**config.mk**
```make
export PLATFORM = sky130hd
export DESIGN_NAME = stdio_arbiter
export DESIGN_NICKNAME = d
export VERILOG_FILES = /design/src/rtl/stdio_arbiter.sv
export SDC_FILE = /design/constraint.sdc
export NUM_CORES = 1
export LEC_CHECK = 0
export CORE_MARGIN = 10
export CORE_UTILIZATION = 44
export CTS_CLUSTER_DIAMETER = 80
export CTS_CLUSTER_SIZE = 8
export DETAILED_ROUTE_END_ITERATION = 12
export PLACE_DENSITY = 0.88
export SYNTH_ARGS = -nofsm -noshare
export SYNTH_HDL_FRONTEND = slang
export SYNTH_SLANG_ARGS = --single-unit
```
**constraint.sdc**
```tcl
create_clock -name clk_i -period 4.3 [get_ports clk_i]
set_input_delay 0.86 -clock clk_i [delete_from_list [all_inputs] [get_ports clk_i]]
set_output_delay 0.86 -clock clk_i [all_outputs]
set_load 0.005 [all_outputs]
```
**src/rtl/stdio_arbiter.sv**
```systemverilog
// Round-robin arbiter sharing one stdio consumer between N producers.
// Each grant covers at most BURST words; winning words land in a one-entry output stage tagged with their source.
module stdio_arbiter #(
    parameter int N     = 2,
    parameter int BURST = 4
) (
    input  logic                 clk_i,
    input  logic                 rst_ni,
    input  logic [N-1:0]         stdin_val,
    input  logic [N-1:0][15:0]   stdin_data,
    output logic [N-1:0]         stdin_rdy,
    output logic                 stdout_val,
    output logic [15:0]          stdout_data,
    input  logic                 stdout_rdy,
    output logic [$clog2(N)-1:0] src_o
);
    localparam int W  = $clog2(N);
    localparam int CW = $clog2(BURST + 1);

    typedef enum logic {IDLE, GRANT} state_t;

    state_t        state_reg, state_next;
    logic [W-1:0]  owner_reg, owner_next;
    logic [W-1:0]  ptr_reg, ptr_next;
    logic [CW-1:0] cnt_reg, cnt_next, cnt_inc;
    logic          val_reg, val_next;
    logic [15:0]   data_reg, data_next;
    logic [W-1:0]  src_reg, src_next;

    logic          can_load;
    logic          owner_val;
    logic          xfer;
    logic [N-1:0]  rot_req;
    logic [W-1:0]  rot_idx [N];
    logic [W-1:0]  sel;

    // Explicit mod N keeps indices in range for non-power-of-2 N.
    function automatic logic [W-1:0] wrap_add(input logic [W-1:0] a, input int unsigned b);
        int unsigned s;
        s = (32'(a) + b) % 32'(N);
        return W'(s);
    endfunction

    // rot_req[0] is the producer at ptr, rot_req[1] the next one, and so on.
    generate
        for (genvar gi = 0; gi < N; gi++) begin : g_rot
            assign rot_idx[gi] = wrap_add(ptr_reg, gi);
            assign rot_req[gi] = stdin_val[rot_idx[gi]];
        end
    endgenerate

    always_comb begin
        sel = ptr_reg;
        for (int k = N - 1; k >= 0; k--) begin
            if (rot_req[k]) sel = rot_idx[k];
        end
    end

    assign can_load  = ~val_reg | stdout_rdy;
    assign owner_val = stdin_val[owner_reg];
    assign xfer      = (state_reg == GRANT) && can_load && owner_val;

    always_ff @(posedge clk_i) begin
        if (!rst_ni) begin
            state_reg <= IDLE;
            owner_reg <= '0;
            ptr_reg   <= '0;
            cnt_reg   <= '0;
            val_reg   <= 1'b0;
            data_reg  <= 16'h0000;
            src_reg   <= '0;
        end else begin
            state_reg <= state_next;
            owner_reg <= owner_next;
            ptr_reg   <= ptr_next;
            cnt_reg   <= cnt_next;
            val_reg   <= val_next;
            data_reg  <= data_next;
            src_reg   <= src_next;
        end
    end

    always_comb begin
        state_next = state_reg;
        owner_next = owner_reg;
        ptr_next   = ptr_reg;
        cnt_next   = cnt_reg;
        val_next   = val_reg;
        data_next  = data_reg;
        src_next   = src_reg;
        cnt_inc    = cnt_reg + 1'b1;

        // A consumed word empties the stage unless a new one replaces it this cycle.
        if (stdout_rdy) val_next = 1'b0;
        if (xfer) begin
            val_next  = 1'b1;
            data_next = stdin_data[owner_reg];
            src_next  = owner_reg;
            cnt_next  = cnt_inc;
        end

        case (state_reg)
            IDLE: begin
                if (|stdin_val) begin
                    owner_next = sel;
                    cnt_next   = '0;
                    state_next = GRANT;
                end
            end
            GRANT: begin
                // A stalled output (can_load low) pins the grant in place.
                if ((xfer && (cnt_inc == CW'(BURST))) || (can_load && !owner_val)) begin
                    state_next = IDLE;
                    ptr_next   = wrap_add(owner_reg, 1);
                end
            end
            default: state_next = IDLE;
        endcase
    end

    always_comb begin
        stdin_rdy = '0;
        if (state_reg == GRANT) stdin_rdy[owner_reg] = can_load;
    end

    assign stdout_val  = val_reg;
    assign stdout_data = data_reg;
    assign src_o       = src_reg;

endmodule

```
==> results.md <==
- The count of TritonRoute iterations in the first routing pass is 4.
- The cell repeated most along the worst path is sky130_fd_sc_hd__clkdlybuf4s50_1.
- The floorplan row count is 19.
- Setup violations remaining at the end of the flow were counted as 0.
- The share of total power dissipated in sequential elements is 0.496.
- Hold is met by 0.470 ns.
- The I/O pin count is 57.
- The number of flip-flops under the largest register name is 16.
- The total internal power is 0.365 mW.
- The CTS tree is done.
- Buffers placed on the I/O ports in this run total 56.
- The later-pin clock latency in the skew report is 0.32 ns.
- The worst slew slack as a fraction of its limit is 0.562.
- The most repeated cell in the gate-level netlist after synthesis is sky130_fd_sc_hd__nand2_1.
- At the worst endpoint, the arrival time is 2.30 ns.
- The final count of pins violating max slew was 0.
- Based on the critical path, the design can be clocked at up to 316 MHz.
- The final weighted congestion of routability-driven global placement is 0.856.
- The number of distinct library cells after synthesis is 33.
- Clock-pin slew was measured on the worst setup and hold paths at 0.14 ns.
- The largest driver fanout on the critical path is 7.
- The number of global-route vias before repair is 1233.
- Once detailed placement completed, the half-perimeter wirelength came to 2850 um.
- Counting instances in the post-synthesis netlist gives the leading cell types as sky130_fd_sc_hd__nand2_1 (32), sky130_fd_sc_hd__dfxtp_1 (24), sky130_fd_sc_hd__mux2i_1 (17).
- Global routing finished with a remaining overflow of 0.
- The number of nets produced by synthesis is 174.
- For this run, design rule violations remaining after detail routing come to 0.
- The number of antenna cells inserted is 0.
- The floorplan die area is 5460 um^2.
- The overall routed net length is 3590 um.
- In the global route stage, overall resource usage came out at 0.129.
- The final worst slack is 1.14 ns.
- Together, buffers and inverters on the worst path number 2.
- TritonCTS created 3 clock buffers.
- The layout has 235 filler cells.
- The count of nets left with antenna violations once routing finished came out at 0.
- The share of synthesized area in the top cell type comes to 0.376.
- The total power density per cell area is 265 nW/um^2.
- Sorting the synthesized cells by area gives the leading types as sky130_fd_sc_hd__dfxtp_1 (38%), sky130_fd_sc_hd__mux2_2 (14%), sky130_fd_sc_hd__mux2i_1 (13%), sky130_fd_sc_hd__nand2_1 (9.4%), sky130_fd_sc_hd__ha_1 (2.0%).
- Across the run, the number of max-cap violations was 0.
- Yosys printed 0 warnings.
- In this run the number of H-tree levels came out at 1.
- The highest cell delay on the worst timing path is 0.50 ns.
- The run finished with clean final reports.
- The starting DRC count in detailed routing is 63.
- The main flop type after synthesis is sky130_fd_sc_hd__dfxtp_1.
- A synthesized cell averages 9.46 um^2.
- The number of gates resized after CTS was 0.
- OpenSTA, run right after detailed placement, puts the worst setup slack at 1.15 ns.
- The y dimension of the die is 73.9 um.
- After detailed placement, the total cell area comes to 1820 um^2.
- Counting I/O delays and the setup requirement, the final critical path takes 3.16 ns.
- After routing, the total negative slack on setup checks comes to 0 ns.
- The root buffer selected by CTS is sky130_fd_sc_hd__clkbuf_4.
- The share of final-layout standard cells stronger than drive strength 1 is 0.139.
- In this run the post-CTS setup repair buffer count came out at 0.
- The net switching power is 0.126 mW.
- sky130_fd_sc_hd__dfxtp_1 takes more of the synthesized area than any other cell.
- The chip width is 73.9 um.
- The first global-routing pass estimated 5580 um of wire.
- The number of synthesized register bits is 24.
- The final clock period utilization by the worst path is 0.735.
- The share of total power dissipated in combinational logic is 0.254.
- The total count of hold-check failures in the final report is 0.
- Counting flops with an async set or reset pin after synthesis yields a share of 0.
- The routed layout has 1159 vias.
- For this run, the register share of the synthesized area comes to 0.376.
- Across the VDD grid, the largest voltage drop is 228 uV.
- After synthesis the cells add up to 1280 um^2.
- In the synthesized netlist, the number of instances is 135.
- The number of clock sinks seen by CTS is 24.
- STA classifies the critical path endpoint as an output pin.
- The number of antenna violations at the first check in global routing came to 0.
- The floorplan step defined a core boundary enclosing 2760 um^2.
- The maximum number of buffers from clock root to sink is 2.
- After the last flow step, the layout net total stands at 227.
- The path class of the tightest hold or removal check is reg2reg.
- The number of flops mapped to enable cells by yosys is 0.
- The clock tree skew after final layout is 0.00248 ns.
- Setup slack on the worst reg-to-reg path comes out at 2.53 ns.
- The worst setup path category is in2out.
- The critical path startpoint category is a primary input.
- In the routed layout, each cell is associated on average with a via count of 5.32.
- Entering global routing, the biggest net connects 22 pins.
- Of the total power, the share spent switching nets is 0.256.
- For this design, the CTS-stage hold fixing added 0 buffers.
- Compared with the post-synthesis result, the final layout area differs by 45.1%.
- The initial utilization of the core area, before any placement, comes to 0.463.
- The leakage power is 0.772 nW.
- Setup repair after global routing left no endpoint under its margin.
- For the pin with the worst max-slew slack, the measured transition is 0.654 ns.
- The cell type group with the largest total delay on the critical path is buffers and inverters.
- The design area is 1850 um^2.
- The share of total power in the clock network is 0.250.
- The critical path required time is 3.44 ns.
- The slowest cell on the critical path is sky130_fd_sc_hd__clkdlybuf4s50_1.
- The signal on the critical path passes through clkdlybuf4s50_1 -> nand2b_1 -> and3_1 -> clkdlybuf4s50_1.
- Dividing the detail-routed wire length by the instance count gives 16.5 um.
## area by class of cell
class | instances | area, um^2 | share of cell area
repair buffers | 58 | 576 | 0.311
flip-flops and latches | 24 | 480 | 0.259
well taps | 31 | 38.8 | 0.0209
inverters | 3 | 11.3 | 0.00608
clock buffers | 4 | 36.3 | 0.0196
multi-input cells | 98 | 711 | 0.384
## final timing paths
| path | end | cells after the start | from |
|---|---|---|---|
| worst max-delay path | stdin_rdy[1] | 4 | stdout_rdy |
| worst min-delay path | stdout_data[3]$_SDFFE_PN0P_ | 2 | stdout_data[3]$_SDFFE_PN0P_ |
| worst max register to register | stdout_data[6]$_SDFFE_PN0P_ | 4 | owner_reg$_SDFFE_PN0P_ |
| worst min register to register | stdout_data[3]$_SDFFE_PN0P_ | 2 | stdout_data[3]$_SDFFE_PN0P_ |
## per-stage QoR
stage / power (mW) / std cells / utilization
finish: 0.491 / 218 / 0.672
global route: 0.511 / 218 / 0.672
CTS: 0.494 / 218 / 0.672
detailed placement: 0.374 / 214 / 0.659
global placement: 0.368 / 214 / 0.659
floorplan: 0.312 / 135 / -
## layout by cell type, fill, tap and decap left out, types with 2 or more instances in the layout
cell type	Yosys	final
sky130_fd_sc_hd__nor2_1	2	2
sky130_fd_sc_hd__buf_4	1	2
sky130_fd_sc_hd__ha_1	2	2
sky130_fd_sc_hd__nand2_1	32	32
sky130_fd_sc_hd__dfxtp_1	24	24
sky130_fd_sc_hd__clkdlybuf4s50_1	0	56
sky130_fd_sc_hd__mux2_2	16	16
sky130_fd_sc_hd__or4_1	2	2
sky130_fd_sc_hd__o31ai_1	3	3
sky130_fd_sc_hd__inv_1	2	2
sky130_fd_sc_hd__nand2b_1	2	2
sky130_fd_sc_hd__clkbuf_4	0	3
sky130_fd_sc_hd__o21ai_0	3	3
sky130_fd_sc_hd__mux2i_1	17	17
sky130_fd_sc_hd__a21oi_1	3	3
sky130_fd_sc_hd__nor2b_1	2	2
## metal layers
metal	share of wire	vias to the layer above	global-route usage	routed length (um)
met2	0.52	37	0.223	1870
li1	-	576	-	-
met5	0	-	0	0
met3	0.078	6	0.0498	281
met4	0.016	0	0.0518	57
met1	0.38	540	0.136	1380
## power groups by stage
| stage | Clock (mW) | Combinational, mW | Sequential, mW |
|---|---|---|---|
| 2_1_floorplan | 0 | 0.0656 | 0.246 |
| 3_3_place_gp | 0 | 0.121 | 0.247 |
| 3_5_place_dp | 0 | 0.125 | 0.248 |
| 4_1_cts | 0.125 | 0.126 | 0.243 |
| 5_1_grt | 0.130 | 0.136 | 0.245 |
| 6_report | 0.122 | 0.125 | 0.244 |
## worst reg2reg max path, cell delays in order, from the launching register on
cell	delay, ns
sky130_fd_sc_hd__dfxtp_1	0.37
sky130_fd_sc_hd__buf_4	0.29
sky130_fd_sc_hd__mux2_4	0.23
sky130_fd_sc_hd__nand3_2	0.45
sky130_fd_sc_hd__mux2i_1	0.35
## kinds of logic (layout without fill, tap and decap cells)
logic type	after synthesis	count (layout)	share of synthesized area
adder cells (fa/ha/maj)	2	2	0.0196
AO/OA/AOI/OAI	17	17	0.0940
AND/OR/NAND/NOR	45	45	0.157
buffers and inverters	13	65	0.0676
multiplexers	34	34	0.286
flip-flops	24	24	0.376
No activity file was read; power rests on OpenSTA's default activity.
